<file path="src/rtl/systolic_pkg.sv">
// Shared definitions for the systolic array operand feeder and result collector:
// default element width, sequencer state encoding and a width helper.
package systolic_pkg;

  localparam int DEF_DATA_WIDTH = 32;

  typedef enum logic [1:0] {
    ST_IDLE,
    ST_STREAM,
    ST_DRAIN,
    ST_FIN
  } feed_state_e;

  // Bits needed to index n items, never less than one.
  function automatic int clog2w(input int n);
    return (n > 1) ? $clog2(n) : 1;
  endfunction

endpackage

</file>
<file path="src/rtl/systolic_operand_feeder_if.sv">
// Write/start/stream bundle of the operand feeder. The master side drives buffer
// writes and start; the slave side (the feeder) returns the skewed lanes and status.
interface systolic_operand_feeder_if #(
  parameter int DATA_WIDTH = systolic_pkg::DEF_DATA_WIDTH,
  parameter int LANES      = 4,
  parameter int DEPTH      = 8
);
  import systolic_pkg::*;

  localparam int LANE_W = clog2w(LANES);
  localparam int IDX_W  = clog2w(DEPTH);
  localparam int LEN_W  = clog2w(DEPTH + 1);

  logic                        wr_en;
  logic [LANE_W-1:0]           wr_lane;
  logic [IDX_W-1:0]            wr_idx;
  logic [DATA_WIDTH-1:0]       wr_data;
  logic                        start;
  logic [LEN_W-1:0]            len;
  logic [LANES*DATA_WIDTH-1:0] data_out;
  logic [LANES-1:0]            load_out;
  logic                        busy;
  logic                        done;

  modport master (
    output wr_en, wr_lane, wr_idx, wr_data, start, len,
    input  data_out, load_out, busy, done
  );

  modport slave (
    input  wr_en, wr_lane, wr_idx, wr_data, start, len,
    output data_out, load_out, busy, done
  );

endinterface

</file>
<file path="src/rtl/feeder_lane.sv">
// One feeder lane: DEPTH-entry operand buffer, skew-window compare against the
// shared step counter, and the registered lane output with its load strobe.
module feeder_lane import systolic_pkg::*; #(
  parameter int DATA_WIDTH = DEF_DATA_WIDTH,
  parameter int DEPTH      = 8,
  parameter int LANE       = 0,
  parameter int IDX_W      = 3,
  parameter int CNT_W      = 4,
  parameter int LEN_W      = 4
) (
  input  logic                  clk,
  input  logic                  rst,
  input  logic                  wr_en,
  input  logic [IDX_W-1:0]      wr_idx,
  input  logic [DATA_WIDTH-1:0] wr_data,
  input  logic                  issue,
  input  logic [CNT_W-1:0]      step,
  input  logic [LEN_W-1:0]      len,
  output logic [DATA_WIDTH-1:0] data_p1,
  output logic                  vld_p1
);

  logic [DATA_WIDTH-1:0] mem [DEPTH];
  logic                  in_win;
  logic [IDX_W-1:0]      rd_idx;
  logic [DATA_WIDTH-1:0] rd_val;

  always_ff @(posedge clk) begin
    if (wr_en) mem[wr_idx] <= wr_data;
  end

  // Stage p0: window test and element select; a same-edge write is forwarded
  // so a stream started together with a write sees the new value.
  always_comb begin
    in_win = (int'(step) >= LANE) && (int'(step) < LANE + int'(len));
    rd_idx = '0;
    if (in_win) rd_idx = IDX_W'(step - CNT_W'(LANE));
    rd_val = (wr_en && (wr_idx == rd_idx)) ? wr_data : mem[rd_idx];
  end

  // Stage p1: registered lane output, zero whenever the lane carries no beat.
  always_ff @(posedge clk) begin
    if (rst) begin
      vld_p1  <= 1'b0;
      data_p1 <= '0;
    end else if (issue && in_win) begin
      vld_p1  <= 1'b1;
      data_p1 <= rd_val;
    end else begin
      vld_p1  <= 1'b0;
      data_p1 <= '0;
    end
  end

endmodule

</file>
<file path="src/rtl/systolic_operand_feeder.sv">
// Operand feeder for one systolic array edge: buffers per-lane vectors, streams
// them with diagonal skew, drains, then pulses done.
module systolic_operand_feeder import systolic_pkg::*; #(
  parameter int DATA_WIDTH   = DEF_DATA_WIDTH,
  parameter int LANES        = 4,
  parameter int DEPTH        = 8,
  parameter int DRAIN_CYCLES = 2
) (
  input logic                     clk,
  input logic                     rst,
  systolic_operand_feeder_if.slave bus
);

  localparam int IDX_W = clog2w(DEPTH);
  localparam int LEN_W = clog2w(DEPTH + 1);
  localparam int CNT_W = clog2w(DEPTH + LANES);
  localparam int DRN_W = clog2w(DRAIN_CYCLES + 1);

  feed_state_e      state;
  logic [CNT_W-1:0] step;
  logic [LEN_W-1:0] len_l;
  logic [DRN_W-1:0] drn;
  logic             busy_r;
  logic             done_r;

  logic             len_ok;
  logic             last_step;
  logic             wr_ok;
  logic             issue;
  logic [CNT_W-1:0] step_nxt;
  logic [LEN_W-1:0] len_nxt;

  logic [LANES-1:0][DATA_WIDTH-1:0] lane_data;
  logic [LANES-1:0]                 lane_vld;

  // The lanes register the step about to be shown, so the first beat is
  // issued on the start edge itself and each STREAM cycle issues the next.
  always_comb begin
    len_ok    = (bus.len != '0) && (int'(bus.len) <= DEPTH);
    last_step = (int'(step) == int'(len_l) + LANES - 2);
    wr_ok     = (state == ST_IDLE) && bus.wr_en &&
                (int'(bus.wr_lane) < LANES) && (int'(bus.wr_idx) < DEPTH);
    issue     = 1'b0;
    step_nxt  = '0;
    len_nxt   = len_l;
    if (state == ST_IDLE) begin
      issue   = bus.start && len_ok;
      len_nxt = bus.len;
    end else if (state == ST_STREAM) begin
      issue    = !last_step;
      step_nxt = step + CNT_W'(1);
    end
  end

  always_ff @(posedge clk) begin
    if (rst) begin
      state  <= ST_IDLE;
      step   <= '0;
      len_l  <= '0;
      drn    <= '0;
      busy_r <= 1'b0;
      done_r <= 1'b0;
    end else begin
      done_r <= 1'b0;
      unique case (state)
        ST_IDLE: begin
          if (bus.start) begin
            busy_r <= 1'b1;
            if (len_ok) begin
              state <= ST_STREAM;
              len_l <= bus.len;
              step  <= '0;
            end else begin
              state  <= ST_FIN;
              done_r <= 1'b1;
            end
          end
        end
        ST_STREAM: begin
          if (last_step) begin
            drn <= '0;
            if (DRAIN_CYCLES == 0) begin
              state  <= ST_FIN;
              done_r <= 1'b1;
            end else begin
              state <= ST_DRAIN;
            end
          end else begin
            step <= step_nxt;
          end
        end
        ST_DRAIN: begin
          if (int'(drn) + 1 >= DRAIN_CYCLES) begin
            state  <= ST_FIN;
            done_r <= 1'b1;
          end else begin
            drn <= drn + DRN_W'(1);
          end
        end
        ST_FIN: begin
          state  <= ST_IDLE;
          busy_r <= 1'b0;
        end
        default: state <= ST_IDLE;
      endcase
    end
  end

  for (genvar g = 0; g < LANES; g++) begin : g_lane
    feeder_lane #(
      .DATA_WIDTH(DATA_WIDTH),
      .DEPTH     (DEPTH),
      .LANE      (g),
      .IDX_W     (IDX_W),
      .CNT_W     (CNT_W),
      .LEN_W     (LEN_W)
    ) u_lane (
      .clk    (clk),
      .rst    (rst),
      .wr_en  (wr_ok && (int'(bus.wr_lane) == g)),
      .wr_idx (bus.wr_idx),
      .wr_data(bus.wr_data),
      .issue  (issue),
      .step   (step_nxt),
      .len    (len_nxt),
      .data_p1(lane_data[g]),
      .vld_p1 (lane_vld[g])
    );
  end

  assign bus.data_out = lane_data;
  assign bus.load_out = lane_vld;
  assign bus.busy     = busy_r;
  assign bus.done     = done_r;

endmodule

</file>
<file path="src/flat_wrapper.sv">
// flat-port wrapper written by rule: the top's interface ports become plain ports
module systolic_operand_feeder_flat import systolic_pkg::*;
#(
  parameter int DATA_WIDTH   = DEF_DATA_WIDTH,
  parameter int LANES        = 4,
  parameter int DEPTH        = 8,
  parameter int DRAIN_CYCLES = 2
)
  (clk, rst, bus_wr_en, bus_wr_lane, bus_wr_idx, bus_wr_data, bus_start, bus_len, bus_data_out, bus_load_out, bus_busy, bus_done);
  systolic_operand_feeder_if #(.DATA_WIDTH(DATA_WIDTH), .LANES(LANES), .DEPTH(DEPTH)) bus_i ();
  input logic clk;
  input logic rst;
  input wire logic [$bits(bus_i.wr_en)-1:0] bus_wr_en;
  input wire logic [$bits(bus_i.wr_lane)-1:0] bus_wr_lane;
  input wire logic [$bits(bus_i.wr_idx)-1:0] bus_wr_idx;
  input wire logic [$bits(bus_i.wr_data)-1:0] bus_wr_data;
  input wire logic [$bits(bus_i.start)-1:0] bus_start;
  input wire logic [$bits(bus_i.len)-1:0] bus_len;
  output wire logic [$bits(bus_i.data_out)-1:0] bus_data_out;
  output wire logic [$bits(bus_i.load_out)-1:0] bus_load_out;
  output wire logic [$bits(bus_i.busy)-1:0] bus_busy;
  output wire logic [$bits(bus_i.done)-1:0] bus_done;
  assign bus_i.wr_en = bus_wr_en;
  assign bus_i.wr_lane = bus_wr_lane;
  assign bus_i.wr_idx = bus_wr_idx;
  assign bus_i.wr_data = bus_wr_data;
  assign bus_i.start = bus_start;
  assign bus_i.len = bus_len;
  assign bus_data_out = bus_i.data_out;
  assign bus_load_out = bus_i.load_out;
  assign bus_busy = bus_i.busy;
  assign bus_done = bus_i.done;
  systolic_operand_feeder #(.DATA_WIDTH(DATA_WIDTH), .LANES(LANES), .DEPTH(DEPTH), .DRAIN_CYCLES(DRAIN_CYCLES)) u_core (.clk(clk), .rst(rst), .bus(bus_i));
endmodule
</file>
<file path="config.mk">
export PLATFORM = sky130hd
export DESIGN_NAME = systolic_operand_feeder_flat
export DESIGN_NICKNAME = d
export VERILOG_FILES = /design/src/rtl/systolic_pkg.sv /design/src/rtl/systolic_operand_feeder_if.sv /design/src/rtl/feeder_lane.sv /design/src/rtl/systolic_operand_feeder.sv /design/src/flat_wrapper.sv
export SDC_FILE = /design/constraint.sdc
export NUM_CORES = 1
export LEC_CHECK = 0
export BUFFER_PORTS_ARGS = -buffer_cell sky130_fd_sc_hd__buf_4
export CORE_UTILIZATION = 45
export DETAILED_ROUTE_END_ITERATION = 16
export PLACE_DENSITY = 0.59
export SETUP_SLACK_MARGIN = 0.4
export SLEW_MARGIN = 20
export SYNTH_ARGS = -nofsm -noshare
export SYNTH_HDL_FRONTEND = slang
export SYNTH_SLANG_ARGS = --single-unit
export TNS_END_PERCENT = 10
</file>
<file path="constraint.sdc">
create_clock -name clk -period 5.3 [get_ports clk]
set_input_delay 0.795 -clock clk [delete_from_list [all_inputs] [get_ports clk]]
set_output_delay 0.795 -clock clk [all_outputs]
set_load 0.005 [all_outputs]
</file>
==> impl_metrics.yaml <==
die:
  core-area_um2: 100000
  ioPinCount: 179
  rows: 116
  start_util_pct: 45.4
  dieArea_um2: 102000
  die_height_um: 320
  die_w_um: 320
grt:
  grt_pass1_wl_mm: 182
  grt_pass1_vias: 27831
  overflow: 0
  grt_max_degree: 185
  antenna_found_initial: 8
  grt_usage_pct: 24.0
setup_path:
  crit_fanout: 125
  crit_chain: "inv_1 > ha_1 > mux2i_2 > ha_1 > ha_1 > a21oi_1 > nand2_1 > a22oi_2 > buf_4 > a21boi_0 > o211ai_1 > o211ai_1"
  cp_data_arrival_time_ns: 5.21
  crit_buf_inv: 2
  r2r_slack_ns: 0.64
  crit_top_cell: "ha_1"
  slowest_delay_ns: 0.85
  cpLargestDelayFamily: "compound AO/OA/AOI/OAI gates"
  start_kind: "register"
  startpoint: "u_core.state[0]"
  worstReg2RegStart: "u_core.state[0]"
  crit_path_top_delay_cell: "buf_4"
  crit_path_end_kind: "register"
  crit_required_ns: 5.85
  critPathKind: "register to register"
synthesis:
  synth.distinct_cells: 80
  synth_commonest_cells: "edfxtp_1, nand2_1, nor2_1, clkbuf_1, dfxtp_1"
  synth_area_leaders: "edfxtp_1, dfxtp_1, nand2_1, and3_1, nor2_1"
  ys_ff_latch: 1170
  synth_top_cell_by_area: "edfxtp_1"
  ys_warn_count: 0
  yosysSeqAreaShare_pct: 74.1
  synth_area_um2: 45400
  synth_edf_count: 1024
  synth_area_per_cell_um2: 14.2
  synthArstFlopShare_pct: 0
  ys.flop_type: "edfxtp_1"
  synth_most_common_cell: "edfxtp_1"
  syn_nets: 3269
  syn_inst: 3197
  netlist.area_leader.share_pct: 67.7
detailed_routing:
  drc: 0
  post_drt_wl_per_cell_um: 26.1
  drtIter0Drc: 2308
  viasPerCell: 5.94
  drt-total-wl_mm: 125
  routed-via-count: 28351
  ant_nets: 0
  drt_first_pass_iters: 8
min_path:
  hold_start: "bus_wr_data[23]"
  min-delay-path-class: "primary input to register"
place:
  gp_congestion: 0.827
  dp_hpwl_mm: 68.3
  portBuffers: 178
timing:
  period_needed_ns: 4.66
  rsz0062_at_grt: "no"
  tightest_slew_ns: 1.10
  hold_viol: 0
  fin_tns_setup_ns: 0
  maxSlewViolCount: 0
  final.period_utilization_pct: 87.9
  relSlewSlack_pct: 26.1
  setup_viol: 0
  fmax_ghz: 0.215
  finClkSkew_ns: 0.0239
clock_network:
  clk_pin_slew_ns: 0.06
  cts_buffers: 119
  postCtsSetupBuffers: 0
  clock_latency_ns: 0.70
  cts_tree: "built"
  h-tree-depth: 3
  cts_buffer_depth: 3
  clock_sinks: 1170
  clock-root-buffer: "clkbuf_16"
power_and_ir_drop:
  irDropWorstVdd_mv: 0.280
  powerDensity_nw_per_um2: 427
  p_leak_nw: 18.0
  finalPower_w: 0.0225
outcome:
  status: "complete, no violations"
cells_and_area:
  nFillCells: 8237
  drive_above_1_share_pct: 15.7
  final_nets: 3432
  area_delta_synth_final_pct: 16.0
run:
  drv_cap: 0
-- what timing repair did --
item | in CTS | in global routing
endpoints found under the setup margin | 0 | 19
endpoints found under the hold margin | 0 | 0
hold buffers | 0 | 0
gates resized for setup | 0 | 1
-- final cells by class --
cell class,count,area [um^2],area share (%)
clock inverters,45,464,0.881
repair buffers,279,2360,4.48
inverters,24,95.1,0.181
clock buffers,183,3420,6.50
flip-flops and latches,1170,33700,63.9
well taps,1298,1620,3.08
diodes,4,10.0,0.0190
multi-input cells,1766,11000,20.9
-- through the flow --
| stage | worst slack, ns | hold WS (ns) | std cells | util (%) | cell area, um^2 |
|---|---|---|---|---|---|
| 4_1_cts | 0.658 | 0.353 | 4763 | 52.6 | 52600 |
| 3_5_place_dp | 0.679 | 0.518 | 4535 | 48.7 | 48700 |
| 5_1_grt | 0.410 | 0.362 | 4766 | 52.7 | 52700 |
| 2_1_floorplan | 1.40 | 0.477 | 3197 | - | 45400 |
| 6_report | 0.644 | 0.392 | 4769 | 52.7 | 52700 |
| 3_3_place_gp | 0.821 | 0.488 | 4525 | 48.5 | 48500 |
-- final timing paths --
kind                                    endpoint  cells past startpoint
min           u_core.g_lane[1].u_lane.mem[3][23]                      1
min reg2reg  u_core.g_lane[3].u_lane.data_p1[25]                      2
max          u_core.g_lane[2].u_lane.data_p1[11]                     12
max reg2reg  u_core.g_lane[2].u_lane.data_p1[11]                     12
-- metal layers --
metal	part of all wire (%)	GRT usage (%)	up-vias
met5	0.047	0	-
met2	49	40.2	1045
met1	41	31.3	14429
met4	2.9	8.25	10
li1	-	-	12663
met3	6.7	4.29	204
-- registers in the layout, indices dropped and copies added (netlist names) --
name	count
u_core.g_lane.u_lane.mem	1024
u_core.g_lane.u_lane.data_p1	128
u_core.g_lane.u_lane.vld_p1	4
u_core.len_l	4
u_core.step	4
u_core.drn	2
u_core.state	2
u_core.bus.busy	1
u_core.bus.done	1
-- cells by family after synthesis --
family	count (synthesis)	synth area share, %
flip-flops	1170	74.1
AND/OR/NAND/NOR	942	9.28
AO/OA/AOI/OAI	755	12.4
buffers and inverters	261	2.37
multiplexers	27	0.700
adder cells (fa/ha/maj)	27	0.744
XOR/XNOR	15	0.320
-- layout by cell type (no fill, tap or decap), types with 9 or more instances in the layout --
cell type / n
a21boi_0: 58
ha_1: 26
edfxtp_1: 1024
a22oi_1: 69
clkinv_1: 10
nor2_1: 166
nor3_1: 46
o2111ai_1: 31
a211oi_1: 35
o32ai_2: 15
a221oi_1: 33
o211ai_1: 99
clkbuf_8: 16
and3b_1: 9
nand2_1: 456
clkbuf_1: 46
nor2_4: 27
clkbuf_16: 121
clkinv_2: 16
dfxtp_1: 146
o221ai_1: 33
mux2i_1: 21
o21a_1: 10
a22o_1: 45
a311o_1: 22
inv_1: 19
o21ai_0: 70
nor2b_1: 19
buf_12: 13
a21oi_1: 43
buf_4: 260
o22ai_1: 53
nand4_1: 12
and3_1: 126
nand3_1: 41
a31oi_1: 91
-- where the power goes --
part / switching [W] / internal [W] / leakage, nW
logic: 0.00274 / 0.00123 / 5.74
registers: 0.0000801 / 0.0102 / 10.4
clock network: 0.00347 / 0.00479 / 1.89
total: 0.00628 / 0.0162 / 18.0
Power figures use the tool's default switching activity.
